[src/rtl/otp_pkg.sv]
// Shared OTP definitions: FSM encoding, response status codes and fuse map.
// Imported by the programming controller and the boot-time OTP agent.
package otp_pkg;

    typedef enum logic [2:0] {
        ST_IDLE,
        ST_RD,
        ST_CAP,
        ST_PGM,
        ST_VRD,
        ST_VCAP,
        ST_RESP
    } otp_state_t;

    typedef enum logic [1:0] {
        OTP_ST_OK          = 2'b00,
        OTP_ST_ALREADY     = 2'b01,
        OTP_ST_VERIFY_FAIL = 2'b10,
        OTP_ST_LOCKED      = 2'b11
    } otp_status_t;

    // Secure-debug-disable fuse location, sampled by the boot agent.
    localparam logic [31:0] OTP_SDD_ADDR = 32'h0000_0010;
    localparam int unsigned OTP_SDD_BIT  = 0;

endpackage

[src/rtl/otp_pulse_timer.sv]
// Loadable down-counter timing the dwell of one OTP program pulse.
// done_o marks the last cycle of the pulse.
module otp_pulse_timer #(
    parameter int unsigned CYCLES = 16
) (
    input  logic clk,
    input  logic rst_n,
    input  logic load_i,
    input  logic en_i,
    output logic done_o
);

    localparam int unsigned W = $clog2(CYCLES + 1);

    logic [W-1:0] cnt_q;

    always_ff @(posedge clk or negedge rst_n) begin
        if (!rst_n) begin
            cnt_q <= '0;
        end else if (load_i) begin
            cnt_q <= W'(CYCLES);
        end else if (en_i && cnt_q != '0) begin
            cnt_q <= cnt_q - W'(1);
        end
    end

    assign done_o = (cnt_q == W'(1));

endmodule

[src/rtl/otp_prog_ctrl.sv]
// OTP fuse programming controller: read-check-program-verify of one word
// per request, with bounded re-pulsing on verify failure.
module otp_prog_ctrl
    import otp_pkg::*;
#(
    parameter int unsigned BUS_WIDTH    = 32,
    parameter int unsigned DATA_WIDTH   = 32,
    parameter int unsigned PULSE_CYCLES = 16,
    parameter int unsigned MAX_RETRY    = 2
) (
    input  logic                    clk,
    input  logic                    resetn,
    input  logic                    prog_lock,
    input  logic                    req_valid,
    output logic                    req_ready,
    input  logic [BUS_WIDTH-1:0]    req_addr,
    input  logic [DATA_WIDTH-1:0]   req_mask,
    output logic                    rsp_valid,
    input  logic                    rsp_ready,
    output logic [1:0]              rsp_status,
    output logic [DATA_WIDTH-1:0]   rsp_rdata,
    output logic [BUS_WIDTH-1:0]    s_ram_raddr,
    output logic                    s_ram_ren,
    input  logic [DATA_WIDTH-1:0]   s_ram_rdata,
    output logic [BUS_WIDTH-1:0]    s_ram_waddr,
    output logic [DATA_WIDTH-1:0]   s_ram_wdata,
    output logic [DATA_WIDTH/8-1:0] s_ram_wen
);

    localparam int unsigned NB = DATA_WIDTH / 8;

    otp_state_t            state_q;
    logic [BUS_WIDTH-1:0]  addr_q;
    logic [DATA_WIDTH-1:0] mask_q;
    logic [2:0]            retry_q;

    logic [DATA_WIDTH-1:0] burn_c;
    logic [NB-1:0]         wen_c;
    logic                  mask_ok_c;
    logic                  pulse_done;

    // Only bits still reading 0 are ever driven, so burned fuses are untouched.
    always_comb begin
        burn_c    = mask_q & ~s_ram_rdata;
        mask_ok_c = ((s_ram_rdata & mask_q) == mask_q);
        wen_c     = '0;
        for (int i = 0; i < NB; i++) begin
            wen_c[i] = |burn_c[8*i +: 8];
        end
    end

    otp_pulse_timer #(
        .CYCLES (PULSE_CYCLES)
    ) u_timer (
        .clk    (clk),
        .rst_n  (resetn),
        .load_i (state_q != ST_PGM),
        .en_i   (state_q == ST_PGM),
        .done_o (pulse_done)
    );

    always_ff @(posedge clk or negedge resetn) begin
        if (!resetn) begin
            state_q     <= ST_IDLE;
            addr_q      <= '0;
            mask_q      <= '0;
            retry_q     <= '0;
            req_ready   <= 1'b0;
            rsp_valid   <= 1'b0;
            rsp_status  <= OTP_ST_OK;
            rsp_rdata   <= '0;
            s_ram_raddr <= '0;
            s_ram_ren   <= 1'b0;
            s_ram_waddr <= '0;
            s_ram_wdata <= '0;
            s_ram_wen   <= '0;
        end else begin
            unique case (state_q)
                ST_IDLE: begin
                    req_ready <= 1'b1;
                    if (req_valid && req_ready) begin
                        req_ready <= 1'b0;
                        addr_q    <= req_addr;
                        mask_q    <= req_mask;
                        retry_q   <= '0;
                        if (prog_lock) begin
                            rsp_status <= OTP_ST_LOCKED;
                            rsp_rdata  <= '0;
                            state_q    <= ST_RESP;
                        end else begin
                            s_ram_raddr <= req_addr;
                            s_ram_ren   <= 1'b1;
                            state_q     <= ST_RD;
                        end
                    end
                end
                ST_RD: begin
                    s_ram_ren <= 1'b0;
                    state_q   <= ST_CAP;
                end
                ST_CAP: begin
                    if (burn_c == '0) begin
                        rsp_valid  <= 1'b1;
                        rsp_status <= OTP_ST_ALREADY;
                        rsp_rdata  <= s_ram_rdata;
                        state_q    <= ST_RESP;
                    end else begin
                        s_ram_waddr <= addr_q;
                        s_ram_wdata <= burn_c;
                        s_ram_wen   <= wen_c;
                        state_q     <= ST_PGM;
                    end
                end
                ST_PGM: begin
                    if (pulse_done) begin
                        s_ram_wen   <= '0;
                        s_ram_wdata <= '0;
                        s_ram_raddr <= addr_q;
                        s_ram_ren   <= 1'b1;
                        state_q     <= ST_VRD;
                    end
                end
                ST_VRD: begin
                    s_ram_ren <= 1'b0;
                    state_q   <= ST_VCAP;
                end
                ST_VCAP: begin
                    if (mask_ok_c) begin
                        rsp_valid  <= 1'b1;
                        rsp_status <= OTP_ST_OK;
                        rsp_rdata  <= s_ram_rdata;
                        state_q    <= ST_RESP;
                    end else if (retry_q < 3'(MAX_RETRY)) begin
                        retry_q     <= retry_q + 3'd1;
                        s_ram_wdata <= burn_c;
                        s_ram_wen   <= wen_c;
                        state_q     <= ST_PGM;
                    end else begin
                        rsp_valid  <= 1'b1;
                        rsp_status <= OTP_ST_VERIFY_FAIL;
                        rsp_rdata  <= s_ram_rdata;
                        state_q    <= ST_RESP;
                    end
                end
                ST_RESP: begin
                    // Locked requests arrive here with rsp_valid still low.
                    if (!rsp_valid) begin
                        rsp_valid <= 1'b1;
                    end else if (rsp_ready) begin
                        rsp_valid <= 1'b0;
                        req_ready <= 1'b1;
                        state_q   <= ST_IDLE;
                    end
                end
                default: begin
                    state_q <= ST_IDLE;
                end
            endcase
        end
    end

endmodule
[config.mk]
export PLATFORM = sky130hd
export DESIGN_NAME = otp_prog_ctrl
export DESIGN_NICKNAME = d
export VERILOG_FILES = /design/src/rtl/otp_pkg.sv /design/src/rtl/otp_pulse_timer.sv /design/src/rtl/otp_prog_ctrl.sv
export SDC_FILE = /design/constraint.sdc
export NUM_CORES = 1
export LEC_CHECK = 0
export ABC_AREA = 1
export ABC_CLOCK_PERIOD_IN_PS = 1450
export BUFFER_PORTS_ARGS = -buffer_cell sky130_fd_sc_hd__buf_2
export CAP_MARGIN = 20
export CORE_MARGIN = 5
export CORE_UTILIZATION = 27
export DETAILED_ROUTE_END_ITERATION = 16
export PLACE_DENSITY = 0.53
export SLEW_MARGIN = 15
export SYNTH_ARGS = -nofsm -noshare
export SYNTH_HDL_FRONTEND = slang
export SYNTH_SLANG_ARGS = --single-unit
[constraint.sdc]
create_clock -name clk -period 1.45 [get_ports clk]
set_clock_uncertainty 0.05 [all_clocks]
set_input_delay 0.0725 -clock clk [delete_from_list [all_inputs] [get_ports clk]]
set_output_delay 0.0725 -clock clk [all_outputs]
set_load 0.02 [all_outputs]
After elaboration in Yosys (flattened, before gate mapping)
Index checks and enable logic that the tools add are counted.
Word-level totals
  register bits after elaboration: 212
  output and inout port bits: 137
  word-level logic and storage cells: 124
Cells by class
  eq/ne operators: 20
  bitwise gates (word level): 4
  magnitude comparators: 1
  add/subtract/negate cells: 2
  reductions and logical operators: 28
  multiplexer cells: 55
Operators with widths (count)
  $mux 32: 12
  $pmux 32 s3: 2
  $and 32x32->32: 2
  $pmux 32 s2: 1
  $mux 3: 11
  $eq 32x32->1: 1
  $logic_not 32->1: 1
  $not 32->32: 1
  $reduce_or 8->1: 4
  $pmux 3 s7: 1
  $ne 2x2->1 const B: 10
  $mux 4: 4
  $reduce_and 4->1: 4
  $pmux 4 s3: 1
  $reduce_bool 3->1: 4
  $mux 1: 11
  $mux 2: 5
  $mux 5: 2
  $reduce_and 5->1: 2
  $eq 3x3->1 const B: 3
  $reduce_bool 2->1: 4
  $eq 3x2->1 const B: 2
  $pmux 1 s3: 2
  $pmux 2 s3: 1
  16 further kinds: 19

Depth between registers and ports, before layout
  word-level depth: 6
  gate-level depth with buffers: 12
  mapped depth without buffers: 11

Cells and area by module
From an unflattened synthesis, not the netlist that was laid out.
Unflattened totals
  cell total of the unflattened synthesis: 1084
  area total of the unflattened synthesis: 9064.9 µm²
By module, submodules not included
  otp_prog_ctrl: instances 1, seq. area each 5180.0 µm², area an instance 8750.9 µm², cells each 1043
  otp_pulse_timer: instances 1, seq. area each 125.1 µm², area an instance 314.1 µm², cells each 41

Worst setup path after synthesis
Ideal clock, no wire load.
  kind: flip-flop to flip-flop
  start point: reg mask_q[25]
  end point: reg rsp_status[0]
  required time: 1282 ps
  period minus slack after synthesis: 1579 ps
  setup slack: -129 ps
  buffers on the path: 1
  cell stages (with the launch flop): 12
  data arrival time: 1411 ps
  path through: dfrtp_1 > nand2_1 > nand2_1 > nor2_1 > nand2_1 > nor2_1 > nand2_2 > nand2_2 > nand3_4 > buf_6 > nand2_1 > nand2_1
Between the ends
  cells in the longest elaborated chain, start to end: 4
  elaborated cells between the ends (all ways): 9
  those cells by class: eq/ne: 3; mux: 2; bitwise: 2; reduce/logical: 2
Ends and longest elaborated chain
  start, declared: line otp_prog_ctrl.sv:34  | logic [DATA_WIDTH-1:0] mask_q;
  start signal, assigned: line otp_prog_ctrl.sv:84  | mask_q <= req_mask;
  $and 32x32->32, on equally long branches: line otp_prog_ctrl.sv:45, otp_prog_ctrl.sv:44
  $eq 32x32->1 or $logic_not 32->1 (tied branches): line otp_prog_ctrl.sv:45, otp_prog_ctrl.sv:102
  $ne 3x3->1 (no line), or another cell as far along
  $reduce_and 5->1 (no line) or $pmux 2 s3 (tied branches)
  end signal, assigned: line otp_prog_ctrl.sv:70  | rsp_status <= OTP_ST_OK;
  end signal, assigned: line otp_prog_ctrl.sv:87  | rsp_status <= OTP_ST_LOCKED;
  end signal, assigned: line otp_prog_ctrl.sv:104  | rsp_status <= OTP_ST_ALREADY;
  end, declared: line otp_prog_ctrl.sv:20  | output logic [1:0] rsp_status,
Parallel ways exist; a longest one is shown, timed or not.
A chain may end at the register's enable or synchronous reset.

Final worst setup path
  start point: reg mask_q[20]
  end point: reg s_ram_waddr[3]
Between the ends
  cells in the longest elaborated chain, start to end: 4
Ends and longest elaborated chain
  $and 32x32->32: line otp_prog_ctrl.sv:44  | burn_c = mask_q & ~s_ram_rdata;
  $logic_not 32->1: line otp_prog_ctrl.sv:102  | if (burn_c == '0) begin
  $not 1->1 (no line)
  $reduce_and 2->1 (no line)
  end signal, assigned: line otp_prog_ctrl.sv:108  | s_ram_waddr <= addr_q;
  end, declared: line otp_prog_ctrl.sv:25  | output logic [BUS_WIDTH-1:0] s_ram_waddr,
Every way passes these cells.

==> impl_metrics.toml <==
[route]
drc = 0
routed_wl_um = 37100
vias = 9511
wl_per_cell_um = 18.0
viasPerCell = 4.61
drt_first_iter_violations = 395
drt_pass1_iterations = 4
drtAntennaViolNets = 0

[setup_path]
cp_slowest_cell = "dfrtp_1"
slowest_delay_ns = 0.40
crit_chain = "nand2_1, nand2_1, nor2_1, nand2_2, nor2_4, nand2_4, buf_12, nand2_8, clkbuf_16, nand2_2, o21ai_1"
critPathKind = "register to register"
cp_data_required_time_ns = 1.84
rr_worst_depth = 11
startpoint_type = "register"
critical-path-top-delay-family = "simple AND/OR/NAND/NOR gates"
r2r_slack_ns = -0.33
critPathMaxFanout = 7
end_kind = "register"
worstReg2RegEnd = "s_ram_waddr[3]"
r2r_start = "mask_q[20]"
crit_buf_inv = 2
crit_arrival_ns = 2.17

[synth]
seq_area_frac_synth = 0.577
yosysTopAreaCell = "dfrtp_1"
syn-num-nets = 1202
synth_top_area_frac = 0.577
yosysWarnings = 0
synth_flop_cell = "dfrtp_1"
syn_avg_cell_area_um2 = 8.38
yosysUniqueCellTypes = 33
synth_edf_count = 0
netlist_top_cells_area = "dfrtp_1 58%, nand2_1 17%, o21ai_0 3.5%, nor2_1 3.5%, inv_1 3.0%"
ys_seq_elements = 212
ys_top_cells_by_count = "415 x nand2_1, 212 x dfrtp_1, 85 x nor2_1"
netlist_area_um2 = 9190
synth_cells = 1097
async_flop_share = 1.00
yosysMostFrequentCell = "nand2_1"

[final_layout]
design_area_um2 = 16100
drive_gt1_frac = 0.446
area_growth_syn_to_layout_pct = 74.9
nets = 1699
nFillCells = 3177
postLayoutCoreUtil = 0.479

[clocking]
cts_tree = "built"
cts_made_buffers = 26
clk_pin_slew_ns = 0.06
cts_max_path_buffers = 3
h-tree-depth = 1
insertion_delay_ns = 0.53
clkSinkCount = 212
cts-root-buf = "clkbuf_16"

[placed_design]
dpl_cell_area_um2 = 12000
hpwl_um = 21700
port_buffers = 237
gp_congestion = 0.831

[global_routing]
grt_pass1_vias = 9261
antenna_found_initial = 1
grt_pass1_wl_um = 51900
grt_max_degree = 51
grt-ovfl-total = 0
grt_usage = 0.166

[timing]
setup_ws_ns = -0.330
hold_viol_final = 0
max_freq_mhz = 562
setup_viol = 200
fin_crit_sh = 1.23
fin_crit_ns = 1.78
slew_violations = 0
rsz0062_at_grt = "yes"
slew_headroom = 0.665
worstMarginPinSlew_ns = 0.498

[floorplan]
fp.dieW_um = 194
initial_core_util = 0.274
die_area_um2 = 37800
row_count = 67
coreArea_um2 = 33500
io_pins = 238
die_y_um = 194

[pwr]
vdd_ir_drop_max_mv = 0.717
p_per_area_nw_per_um2 = 835
leakage_nw = 8.70

[min_path]
hold_path.class = "input port to async pin"

[outcome]
status = "finished with violations"
violations = "setup timing"

[flow_run]
maxCapViolCount = 0
-- cells in the final DEF, fill, tap and decap left out, types with 3 or more instances in the layout --
cell type and n:
clkbuf_8 8, inv_1 72, nand2_2 80, ha_1 3
a31oi_1 27, buf_8 5, nand4_1 34, buf_6 17
clkbuf_1 3, nand3_1 36, clkinv_2 7, clkbuf_16 50
dfrtp_1 210, a31oi_2 3, buf_12 29, nand3_4 5
buf_4 113, nor2_2 12, inv_2 6, nand2_4 49
buf_2 236, o21ai_0 8, nand2_1 293, o21ai_1 50
nor2_1 42, buf_16 3, nor2_4 33, nor3_1 3
a21oi_1 3, o21ai_2 42, dlygate4sd3_1 98
-- layout make-up --
type / count / area (um^2) / share of cell area
sequential: 212 / 5310 / 0.330
timing repair buffer: 524 / 4520 / 0.281
multi-input combinational: 746 / 4460 / 0.278
clock buffer: 38 / 797 / 0.0496
tap: 448 / 561 / 0.0349
inverter: 83 / 335 / 0.0209
clock inverter: 9 / 76.3 / 0.00475
timing repair inverter: 1 / 11.3 / 0.000701
antenna: 1 / 2.50 / 0.000156
-- what timing repair did --
action / 4_1_cts / 5_1_grt
setup buffers: 9 / 15
hold buffers: 98 / 0
gates resized for setup: 43 / 378
hold endpoints to repair: 372 / 0
endpoints found under the setup margin: 209 / 209
gates cloned: 4 / 32
pin swaps: 11 / 37
-- sequential cells by signal, indices dropped and copies added, names as in the netlist --
register / count
s_ram_wen: 4
req_ready: 1
state_q: 3
s_ram_raddr: 32
s_ram_waddr: 32
rsp_status: 2
u_timer.cnt_q: 5
rsp_rdata: 32
retry_q: 3
rsp_valid: 1
mask_q: 32
s_ram_ren: 1
s_ram_wdata: 32
addr_q: 32
-- metrics by stage --
stage          hold slack, ns  worst slack (ns)  TNS [ns]  cells  power [mW]
6_report               0.0233            -0.330    -43.84   2062        13.4
5_1_grt                0.0462            -0.410    -61.46   2062        13.9
4_1_cts               0.00800            -0.264    -37.04   2021        13.5
3_5_place_dp          -0.0152            -0.334    -47.22   1863        6.71
3_3_place_gp          -0.0187            -0.317    -46.13   1863        6.71
2_1_floorplan          -0.273           -0.0908     -6.35   1097        6.23
-- report_power, final --
group	total (mW)	switching [mW]	internal [mW]	leakage, nW
registers	6.00	0.0329	5.97	2.75
logic	0.851	0.440	0.411	5.52
clock network	6.56	2.59	3.97	0.436
total	13.4	3.07	10.3	8.70
-- per-layer routing --
metal | global-route usage | share of wire | up-vias
met5 | 0 | 0 | -
met4 | 0.0393 | 0.024 | 0
met3 | 0.0492 | 0.074 | 54
met2 | 0.263 | 0.47 | 312
met1 | 0.226 | 0.43 | 4600
li1 | - | - | 4545
-- worst max-delay path by stage --
stage	start	to	slack (ns)	cells after the start
after floorplan	state_q[0]	rsp_rdata[0]	-0.09	9
after global placement	mask_q[22]	s_ram_waddr[1]	-0.32	10
after detailed placement	mask_q[23]	s_ram_waddr[24]	-0.33	10
after CTS	mask_q[9]	s_ram_wdata[20]	-0.26	11
after global routing	mask_q[20]	s_ram_waddr[3]	-0.41	11
final	mask_q[20]	s_ram_waddr[3]	-0.33	11
-- cell families after synthesis --
kind of cell	count (synthesis)	synth area share
buf+inv	140	0.0641
flops	212	0.577
compound gates	146	0.0856
simple gates	593	0.266
fa+ha+maj	4	0.00545
xor+xnor	2	0.00191
Power figures use the tool's default switching activity.
